--- src/rtl/adain_seq_host.sv ---
// adain_seq_host -- initiator side of the AdaIN control-unit command interface.
// For each of C channels it issues MEAN, VAR and NORM commands on start, waits for
// the matching done code (NORM ends when N*N output pixels have been written),
// serves CU pixel requests with feature-buffer read addresses and steers output
// pixels to output-buffer write addresses.
// Ports:
//   clk, rst_n      clock / synchronous active-low reset
//   go, cfg_n, cfg_c run request and latched side length / channel count
//   busy, all_done  run in progress / 1-cycle completion pulse
//   err             sticky watchdog-timeout or pixel-overrun flag
//   start, done     command code to CU / completion code from CU
//   mac_en, out_en  CU pixel request / CU output pixel valid
//   ch_idx          current channel
//   rd_en, rd_addr  feature-buffer read strobe and address
//   wr_en, wr_addr  output-buffer write strobe and address
module adain_seq_host #(
  parameter int unsigned N_MAX  = 256,
  parameter int unsigned C_MAX  = 512,
  parameter int unsigned ADDR_W = 25,
  parameter int unsigned TMO_W  = 20
) (
  input  logic                       clk,
  input  logic                       rst_n,
  input  logic                       go,
  input  logic [$clog2(N_MAX+1)-1:0] cfg_n,
  input  logic [$clog2(C_MAX+1)-1:0] cfg_c,
  output logic                       busy,
  output logic                       all_done,
  output logic                       err,
  output logic [1:0]                 start,
  input  logic [1:0]                 done,
  input  logic                       mac_en,
  input  logic                       out_en,
  output logic [$clog2(C_MAX)-1:0]   ch_idx,
  output logic                       rd_en,
  output logic [ADDR_W-1:0]          rd_addr,
  output logic                       wr_en,
  output logic [ADDR_W-1:0]          wr_addr
);

  localparam int unsigned CW = $clog2(C_MAX+1);
  // Trip one count early: err shows 2^TMO_W-1 cycles after the last sampled activity.
  localparam logic [TMO_W-1:0] WD_TRIP = {{(TMO_W-1){1'b1}}, 1'b0};

  typedef enum logic [3:0] {
    IDLE     = 4'd0,
    ISS_MEAN = 4'd1,
    WT_MEAN  = 4'd2,
    ISS_VAR  = 4'd3,
    WT_VAR   = 4'd4,
    ISS_NORM = 4'd5,
    WT_NORM  = 4'd6,
    NEXT_CH  = 4'd7,
    FIN      = 4'd8
  } state_t;

  state_t            state, nxt;
  logic [CW-1:0]     c_r;
  logic [ADDR_W-1:0] nn, ch_base, pix, wcnt;
  logic [TMO_W-1:0]  wd;
  logic              in_wt, wd_tc, last_ch, degen, pix_full, last_wr;

  assign in_wt    = (state == WT_MEAN) || (state == WT_VAR) || (state == WT_NORM);
  assign wd_tc    = in_wt && (wd == WD_TRIP) && !mac_en && !out_en;
  assign last_ch  = (CW'(ch_idx) == (c_r - CW'(1)));
  assign degen    = (cfg_c == '0) || (cfg_n == '0);
  assign pix_full = (pix == nn);
  assign last_wr  = out_en && (wcnt == (nn - ADDR_W'(1)));

  always_comb begin
    nxt = state;
    case (state)
      IDLE:     if (go) nxt = degen ? FIN : ISS_MEAN;
      ISS_MEAN: nxt = WT_MEAN;
      WT_MEAN:  if (done == 2'b01) nxt = ISS_VAR;  else if (wd_tc) nxt = IDLE;
      ISS_VAR:  nxt = WT_VAR;
      WT_VAR:   if (done == 2'b10) nxt = ISS_NORM; else if (wd_tc) nxt = IDLE;
      ISS_NORM: nxt = WT_NORM;
      // done==11 is only an early notice; the write count ends NORM.
      WT_NORM:  if (last_wr) nxt = NEXT_CH;        else if (wd_tc) nxt = IDLE;
      NEXT_CH:  nxt = last_ch ? FIN : ISS_MEAN;
      FIN:      nxt = IDLE;
      default:  nxt = IDLE;
    endcase
  end

  always_comb begin
    start = 2'b00;
    case (state)
      ISS_MEAN: start = 2'b01;
      ISS_VAR:  start = 2'b10;
      ISS_NORM: start = 2'b11;
      default:  start = 2'b00;
    endcase
  end

  assign busy     = (state != IDLE) && (state != FIN);
  assign all_done = (state == FIN);
  assign rd_en    = in_wt && mac_en && !pix_full;
  assign wr_en    = (state == WT_NORM) && out_en;
  assign rd_addr  = ch_base + pix;
  assign wr_addr  = ch_base + wcnt;

  always_ff @(posedge clk) begin
    if (!rst_n) begin
      state   <= IDLE;
      err     <= 1'b0;
      c_r     <= '0;
      nn      <= '0;
      ch_idx  <= '0;
      ch_base <= '0;
      pix     <= '0;
      wcnt    <= '0;
      wd      <= '0;
    end else begin
      state <= nxt;
      if ((nxt != state) || mac_en || out_en || !in_wt) wd <= '0;
      else                                              wd <= wd + TMO_W'(1);

      case (state)
        IDLE: if (go) begin
          err     <= 1'b0;
          c_r     <= cfg_c;
          nn      <= ADDR_W'(cfg_n) * ADDR_W'(cfg_n);
          ch_idx  <= '0;
          ch_base <= '0;
          pix     <= '0;
          wcnt    <= '0;
        end
        WT_MEAN, WT_VAR, WT_NORM: begin
          if (mac_en) begin
            if (pix_full) err <= 1'b1;
            else          pix <= pix + ADDR_W'(1);
          end
          if ((state == WT_NORM) && out_en) wcnt <= wcnt + ADDR_W'(1);
          if (wd_tc) err <= 1'b1;
          if ((nxt == ISS_VAR) || (nxt == ISS_NORM)) pix <= '0;
        end
        NEXT_CH: begin
          pix  <= '0;
          wcnt <= '0;
          // ch_idx holds the last channel after the run instead of wrapping.
          if (!last_ch) begin
            ch_idx  <= ch_idx + 1'b1;
            ch_base <= ch_base + nn;
          end
        end
        default: ;
      endcase
    end
  end

endmodule

--- config.mk ---
export PLATFORM = sky130hd
export DESIGN_NAME = adain_seq_host
export DESIGN_NICKNAME = d
export VERILOG_FILES = /design/src/rtl/adain_seq_host.sv
export SDC_FILE = /design/constraint.sdc
export NUM_CORES = 1
export LEC_CHECK = 0
export ABC_AREA = 1
export CORE_ASPECT_RATIO = 1.2
export CORE_MARGIN = 3
export CORE_UTILIZATION = 55
export DETAILED_ROUTE_END_ITERATION = 8
export PLACE_DENSITY = 0.75
export SYNTH_ARGS = -nofsm -noshare
export SYNTH_HDL_FRONTEND = slang
export SYNTH_SLANG_ARGS = --single-unit
--- constraint.sdc ---
create_clock -name clk -period 5.2 [get_ports clk]
set_clock_uncertainty 0.1 [all_clocks]
set_input_delay 0.52 -clock clk [delete_from_list [all_inputs] [get_ports clk]]
set_output_delay 0.52 -clock clk [all_outputs]
set_load 0.02 [all_outputs]
==> impl_results.md, run 1 <==
- Slew @ Worst Pin: around 1 ns
- Area of the multi-input gates: 0.00904 mm^2
- Core ar.: 0.0227 mm^2
- Multiplexer share of the synthesized area: 0.000870
- Startpoint Class: input pin
- DRC Markers: 0
- Count of hold-fix buffers inserted at cts: 0
- Diode count: 0
- FILL cells: around 2,200
- Chip Width: 146 um
- TritonRoute pass-1 iters: 8
- Final worst-path cycle share: 0.930
- Post-DRT Antenna Nets: 0
- Port Buffers: slightly above 90
- Synthesis Warnings: 0
- Status: completed
- Sequential share of the synthesized area: 0.210
- Clock-pin slew on the worst setup and hold paths: roughly 0.070 ns
- Number of global-route vias before repair: 12,658
- Simple-gate portion of the synthesized area: 0.284
- Asr flop ratio synth: 0
- All-layer global routing usage: 0.300
- Initial antenna violation count: 0
- Worst Hold Launch: wd[0]
- Pin count of the biggest net entering global routing: 61
- Drt via density: about 5.6
- Full die area: around 0.025 mm^2
- Max Cap Viol: 0
- R2r startpoint: nn[5]
- Register area: around 0.0027 mm^2
- Final hold viol count: 0
- Io pins: between 90 and 100
- Starting density of the core: 0.569
- Slew Limit Fails: 0
- Fin nets: around 2,200
- Die Y: approximately 170 um
- Avg Synthesized Cell Area: between 6 and 7 um^2
- Pwr Total: between 4 and 5 mW
- Crit path capture type: flop
- RSZ-0062 raised after global routing: false
- Compound-cell area share of the yosys netlist: 0.168
- Total grt overflow: 0
- Via Count: approximately 13,000
- Clk buf depth: 2
- DRT met1 WL: about 16 mm
- Most common flop cell mapped by yosys: dfxtp_1
- DRT iter0 DRCs: a little over 1,000
- Final Worst Setup Slack: about 0.36 ns
- Post-synthesis adder-cell area fraction: 0.158
- Final setup fails: 0
- Post-Syn Instances: slightly below 2,000
- Crit path max fanout: 9
- CTS tree: yes
- Syn Nets: about 2,100
- Synthesized flop and latch total: about 140
- Std cell rows: 60
- WS Path Type: input pin to flop
- Share of cells above drive strength 1: 0.0619
- Syn-to-layout area delta: 14.4%
- Post-Synth XOR/XNOR Area: 0.0874
- Leak: a little under 7 nW
- Post-DP HPWL: a little over 30 mm
- Max frequency: 0.207 GHz
- Period minus WS final: 4.84 ns
- Worst skew pair latency: about 0.44 ns
- Post-Synthesis Cell Area: around 0.013 mm^2
- Routed wire length: ~38 mm
- Clk root buf: clkbuf_16
- Largest area contributor in the netlist: dfxtp_1
- Post-synth EDFFs: 0
- Worst setup path startpoint: cfg_n[2]
- Global placement routability congestion: just under 1
- First-pass GRT wire length: approximately 63 mm
- Pwr dens: between 200 and 300 mW/mm^2
- Maximum vdd drop: approximately 0.00023 V
- Total CTS buffers: 17
- Met2 WL: between 15 and 20 mm
- Distinct cells, synth: 55
- Critical Path RT: 5.43 ns
- Average wire per standard cell: ~17 um
- CTS Sinks: approximately 140
- Arr. time, crit path: 5.07 ns
- Setup_tns: 0 ns
- Max transition margin: 0.330
- Hold Path Class: flop to flop
- Met3 WL: roughly 2.2 mm
- H-tree depth: 4
- Pre-CTS WS: -0.131 ns
- Uppermost layer routed: met4
- Synth top area share: 0.210
- Area contributors post-synth: dfxtp_1 21%, nand2_1 11%, ha_1 10%, inv_1 7.4%, a21oi_1 6.9%
- Largest family of logic cells by synthesized area: simple AND/OR/NAND/NOR gates
-- area by class of cell --
class | instances | area share
multi-input combinational | 1480 | 0.610
sequential | 136 | 0.184
timing repair buffer | 108 | 0.0698
inverter | 264 | 0.0671
clock buffer | 17 | 0.0287
tap | 310 | 0.0262
clock inverter | 15 | 0.0139
-- flip-flops by register name, indices dropped and copies added, names as in the netlist --
signal	flops
nn	17
ch_base	25
c_r	10
wcnt	25
ch_idx	9
err	1
pix	25
state	4
wd	20
-- per-stage QoR --
| step | area, um^2 | std cells | hold WS, ns | util |
|---|---|---|---|---|
| floorplan | 12900 | 1922 | 0.339 | - |
| global placement | 14200 | 2298 | 0.356 | 0.623 |
| detailed placement | 14200 | 2298 | 0.359 | 0.623 |
| CTS | 14800 | 2330 | 0.377 | 0.651 |
| global route | 14800 | 2330 | 0.394 | 0.651 |
| finish | 14800 | 2330 | 0.371 | 0.651 |
-- cells in the mapped netlist (13+ instances only) --
library cell / instances
fa_1: 36
inv_1: 256
xnor2_1: 55
nand4_1: 39
dfxtp_1: 136
o21ai_0: 141
nor4_1: 13
clkbuf_1: 29
nand3_1: 95
xor2_1: 69
nor3_1: 36
or2_2: 15
a21oi_1: 179
nor2_2: 22
ha_1: 106
nand2_1: 371
nor2_1: 190
-- per-layer routing --
layer,vias to the layer above,track usage
met5,-,0
met4,0,0.133
met3,99,0.0347
met2,453,0.536
met1,6070,0.363
li1,6529,-
-- cell families (layout without fill, tap and decap cells) --
logic type                 after synthesis  in the layout
DFF                                    136            136
muxes                                    1              1
adders and majority gates              142            142
buffers and inverters                  306            404
AOI/OAI and AO/OA                      394            394
and+or+nand+nor                        817            817
xor gates and xnor gates               126            126
-- report_power, final --
group	total [mW]	leakage, nW	internal [mW]	switching (mW)
registers	1.28	1.11	1.11	0.166
clock network	1.31	0.305	0.737	0.572
logic	1.71	5.35	0.681	1.03
-- cells in the final DEF, fill, tap and decap left out, drive strengths merged, types with 9 or more instances in the layout --
master         count
nand2            381
inv              271
nor2             218
a21oi            180
o21ai            146
dfxtp            136
ha               106
nand3             98
clkdlybuf4s50     90
xor2              69
xnor2             55
nand4             42
nor3              38
fa                36
buf               18
clkbuf            17
or2               16
nor4              14
o21bai            11
o21a              11
a31oi              9
-- path summary, 6_finish.rpt --
| check | cells after the start | slack (ns) | end |
|---|---|---|---|
| setup reg to reg | 11 | 2.00 | pix[16] |
| hold reg to reg | 1 | 0.37 | wd[0] |
| hold / removal | 1 | 0.37 | wd[0] |
| setup / recovery | 18 | 0.36 | nn[14] |
-- worst max-delay path: stages --
cell and delay [ns]:
clkdlybuf4s50_1 0.61, nand2_1 0.16, inv_1 0.06, fa_1 0.51, inv_1 0.06, fa_1 0.50, inv_1 0.04, ha_1 0.27
inv_1 0.06, fa_1 0.50, buf_4 0.16, fa_1 0.47, o21ai_0 0.40, a31oi_1 0.18, o21ai_0 0.26, xor2_1 0.11
o21ai_0 0.15, inv_1 0.05
-- what timing repair did --
action | 4_1_cts | 5_1_grt
buffers inserted | 0 | 0
gates resized for setup | 0 | 1
endpoints found under the setup margin | 0 | 1
(Power assumes the default switching activity.)
==> run 2: changes to the inputs <==
--- a/config.mk
+++ b/config.mk
@@ -6,9 +6,11 @@
 export NUM_CORES = 1
 export LEC_CHECK = 0
 export ABC_AREA = 1
+export CAP_MARGIN = 10
 export CORE_ASPECT_RATIO = 1.2
 export CORE_MARGIN = 3
 export CORE_UTILIZATION = 55
+export CTS_CLUSTER_SIZE = 14
 export DETAILED_ROUTE_END_ITERATION = 8
 export PLACE_DENSITY = 0.75
 export SYNTH_ARGS = -nofsm -noshare
==> results of run 2 <==
The final DEF is identical to that of run 1; final timing and power are the same.
==> run 3: changes to the inputs <==
--- a/config.mk
+++ b/config.mk
@@ -12,6 +12,7 @@
 export CORE_UTILIZATION = 55
 export CTS_CLUSTER_SIZE = 14
 export DETAILED_ROUTE_END_ITERATION = 8
+export GPL_TIMING_DRIVEN = 0
 export PLACE_DENSITY = 0.75
 export SYNTH_ARGS = -nofsm -noshare
 export SYNTH_HDL_FRONTEND = slang
==> run 3 against run 2 <==
Critical path depth decreased by 1. Non-clock buffer count increased by 21. Total power shrank 0.84%. Sequential power barely moved. Register-to-register slack improved by 0.36 ns. Flip-flop and latch count unchanged. Sequential share of layout area about the same. Final cell count up 0.90%. Largest cell class unchanged. Highest routed layer unchanged.
==> impl_results.md, run 3 (same netlist as run 1, synthesis figures left out) <==
- RSZ-0062 raised after global routing: false
- Slew @ Worst Pin: about 0.74 ns
- Count of hold-fix buffers inserted at cts: 0
- Drt via density: 5.66
- All-layer global routing usage: 0.310
- Pin count of the biggest net entering global routing: 17
- Clk buf depth: 2
- Most common cell after layout, fill and taps aside: nand2_1
- Final hold viol count: 0
- Leak: approximately 6.8 nW
- Slew Limit Fails: 0
- Worst skew pair latency: around 0.43 ns
- Via Count: approximately 13,000
- Pwr Total: around 4.3 mW
- Max transition margin: 0.505
- Arr. time, crit path: around 5.2 ns
- Dpl cells: 2,322
- Register area: approximately 0.0027 mm^2
- Setup_tns: 0 ns
- Starting density of the core: 0.569
- Average wire per standard cell: about 17 um
- FILL cells: 2,138
- Final setup fails: 0
- Die Y: around 170 um
- Post-DP HPWL: roughly 32 mm
- Startpoint Class: input pin
- R2r startpoint: nn[3]
- Crit path capture type: flop
- CTS Sinks: ~140
- Number of global-route vias before repair: 12,706
- TritonRoute pass-1 iters: 5
- Maximum vdd drop: between 0.0002 and 0.00025 V
- First-pass GRT wire length: roughly 64 mm
- Crit path max fanout: 10
- Worst Hold Launch: wd[0]
- Status: completed
- Clk root buf: clkbuf_16
- Final worst-path cycle share: 0.947
- Max frequency: approximately 0.20 GHz
- Std cell rows: 60
- Setup Buffers After CTS: 0
- Min Hold Slack: ~0.37 ns
- DRT iter0 DRCs: about 950
- Post-DRT Antenna Nets: 0
- Clock-pin slew on the worst setup and hold paths: 0.07 ns
- Routed wire length: ~40 mm
- Diode count: 0
- Final instance area: approximately 0.015 mm^2
- Placed cell areas: about 0.014 mm^2
- Top flop regs: ch_base x25, pix x25, wcnt x25
- Post-Layout Cell Count: approximately 2,400
- Total CTS buffers: 17
- Port Buffers: 90
- Max Cap Viol: 0
- Pwr dens: roughly 290 mW/mm^2
- WS Path Type: input pin to flop
- Total grt overflow: 0
- Share of cells above drive strength 1: 0.0617
- Chip Width: roughly 150 um
- H-tree depth: 4
- Full die area: roughly 0.025 mm^2
- Critical Path RT: around 5.5 ns
- Io pins: 92
- Area of the multi-input gates: 0.00905 mm^2
- Global placement routability congestion: between 0.9 and 1
- Initial antenna violation count: 0
- Syn-to-layout area delta: 14.6%
- Core ar.: between 0.02 and 0.025 mm^2
- CTS tree: yes
- Worst setup path startpoint: cfg_n[2]
- DRC Markers: 0
- Hold Path Class: flop to flop
- Most frequent cells in the layout: 371 x nand2_1, 256 x inv_1, 190 x nor2_1
- Period minus WS final: ~4.9 ns
- Fin nets: between 2,000 and 2,500
==> run 3: layer usage <==
metal / wire [um] / global-route usage / part of all wire / up-vias
met5: 0 / 0 / 0 / -
met4: 2300 / 0.162 / 0.058 / 0
met1: 16200 / 0.372 / 0.41 / 6155
met2: 19000 / 0.543 / 0.48 / 435
met3: 2370 / 0.0365 / 0.059 / 128
li1: - / - / - / 6589
==> run 3: metrics by stage <==
stage                      util  setup WS, ns
after floorplan               -         0.567
after global placement    0.626        -0.393
after detailed placement  0.626        -0.507
after CTS                 0.652        0.0473
after global routing      0.652       0.00120
final                     0.652         0.278
==> run 3: layout make-up <==
class,instances,area share
timing repair buffer,90,0.0609
tap,310,0.0261
multi-input combinational,1480,0.610
inverter,264,0.0670
clock inverter,15,0.0117
buffer,39,0.0121
clock buffer,17,0.0287
sequential,136,0.184
==> run 3: critical path: stages <==
cell and delay, ns:
clkdlybuf4s50_1 0.52, clkbuf_2 0.28, nand2_1 0.18, fa_1 0.56, inv_1 0.06, fa_1 0.51
fa_1 0.53, fa_1 0.49, ha_1 0.36, a21oi_1 0.21, a21boi_2 0.23, o21a_1 0.16
o21ai_0 0.10, or2_2 0.29, nand3_1 0.08, nand2_1 0.06, inv_1 0.05
==> run 3: path summary, 6_finish.rpt <==
path / cells past startpoint / slack [ns] / end
setup / recovery: 17 / 0.28 / nn[15]
hold reg to reg: 1 / 0.37 / wd[0]
hold / removal: 1 / 0.37 / wd[0]
setup reg to reg: 11 / 2.36 / ch_base[24]
==> run 3: report_power, final <==
group	leakage [nW]	total [mW]	internal (mW)	switching, mW
Combinational	5.37	1.73	0.676	1.05
Clock	0.293	1.25	0.689	0.560
Sequential	1.11	1.29	1.11	0.178
==> run 3: timing repair <==
| item | CTS | global route |
|---|---|---|
| gates resized for setup | 1 | 13 |
| endpoints found under the setup margin | 1 | 4 |
| pin swaps | 0 | 0 |
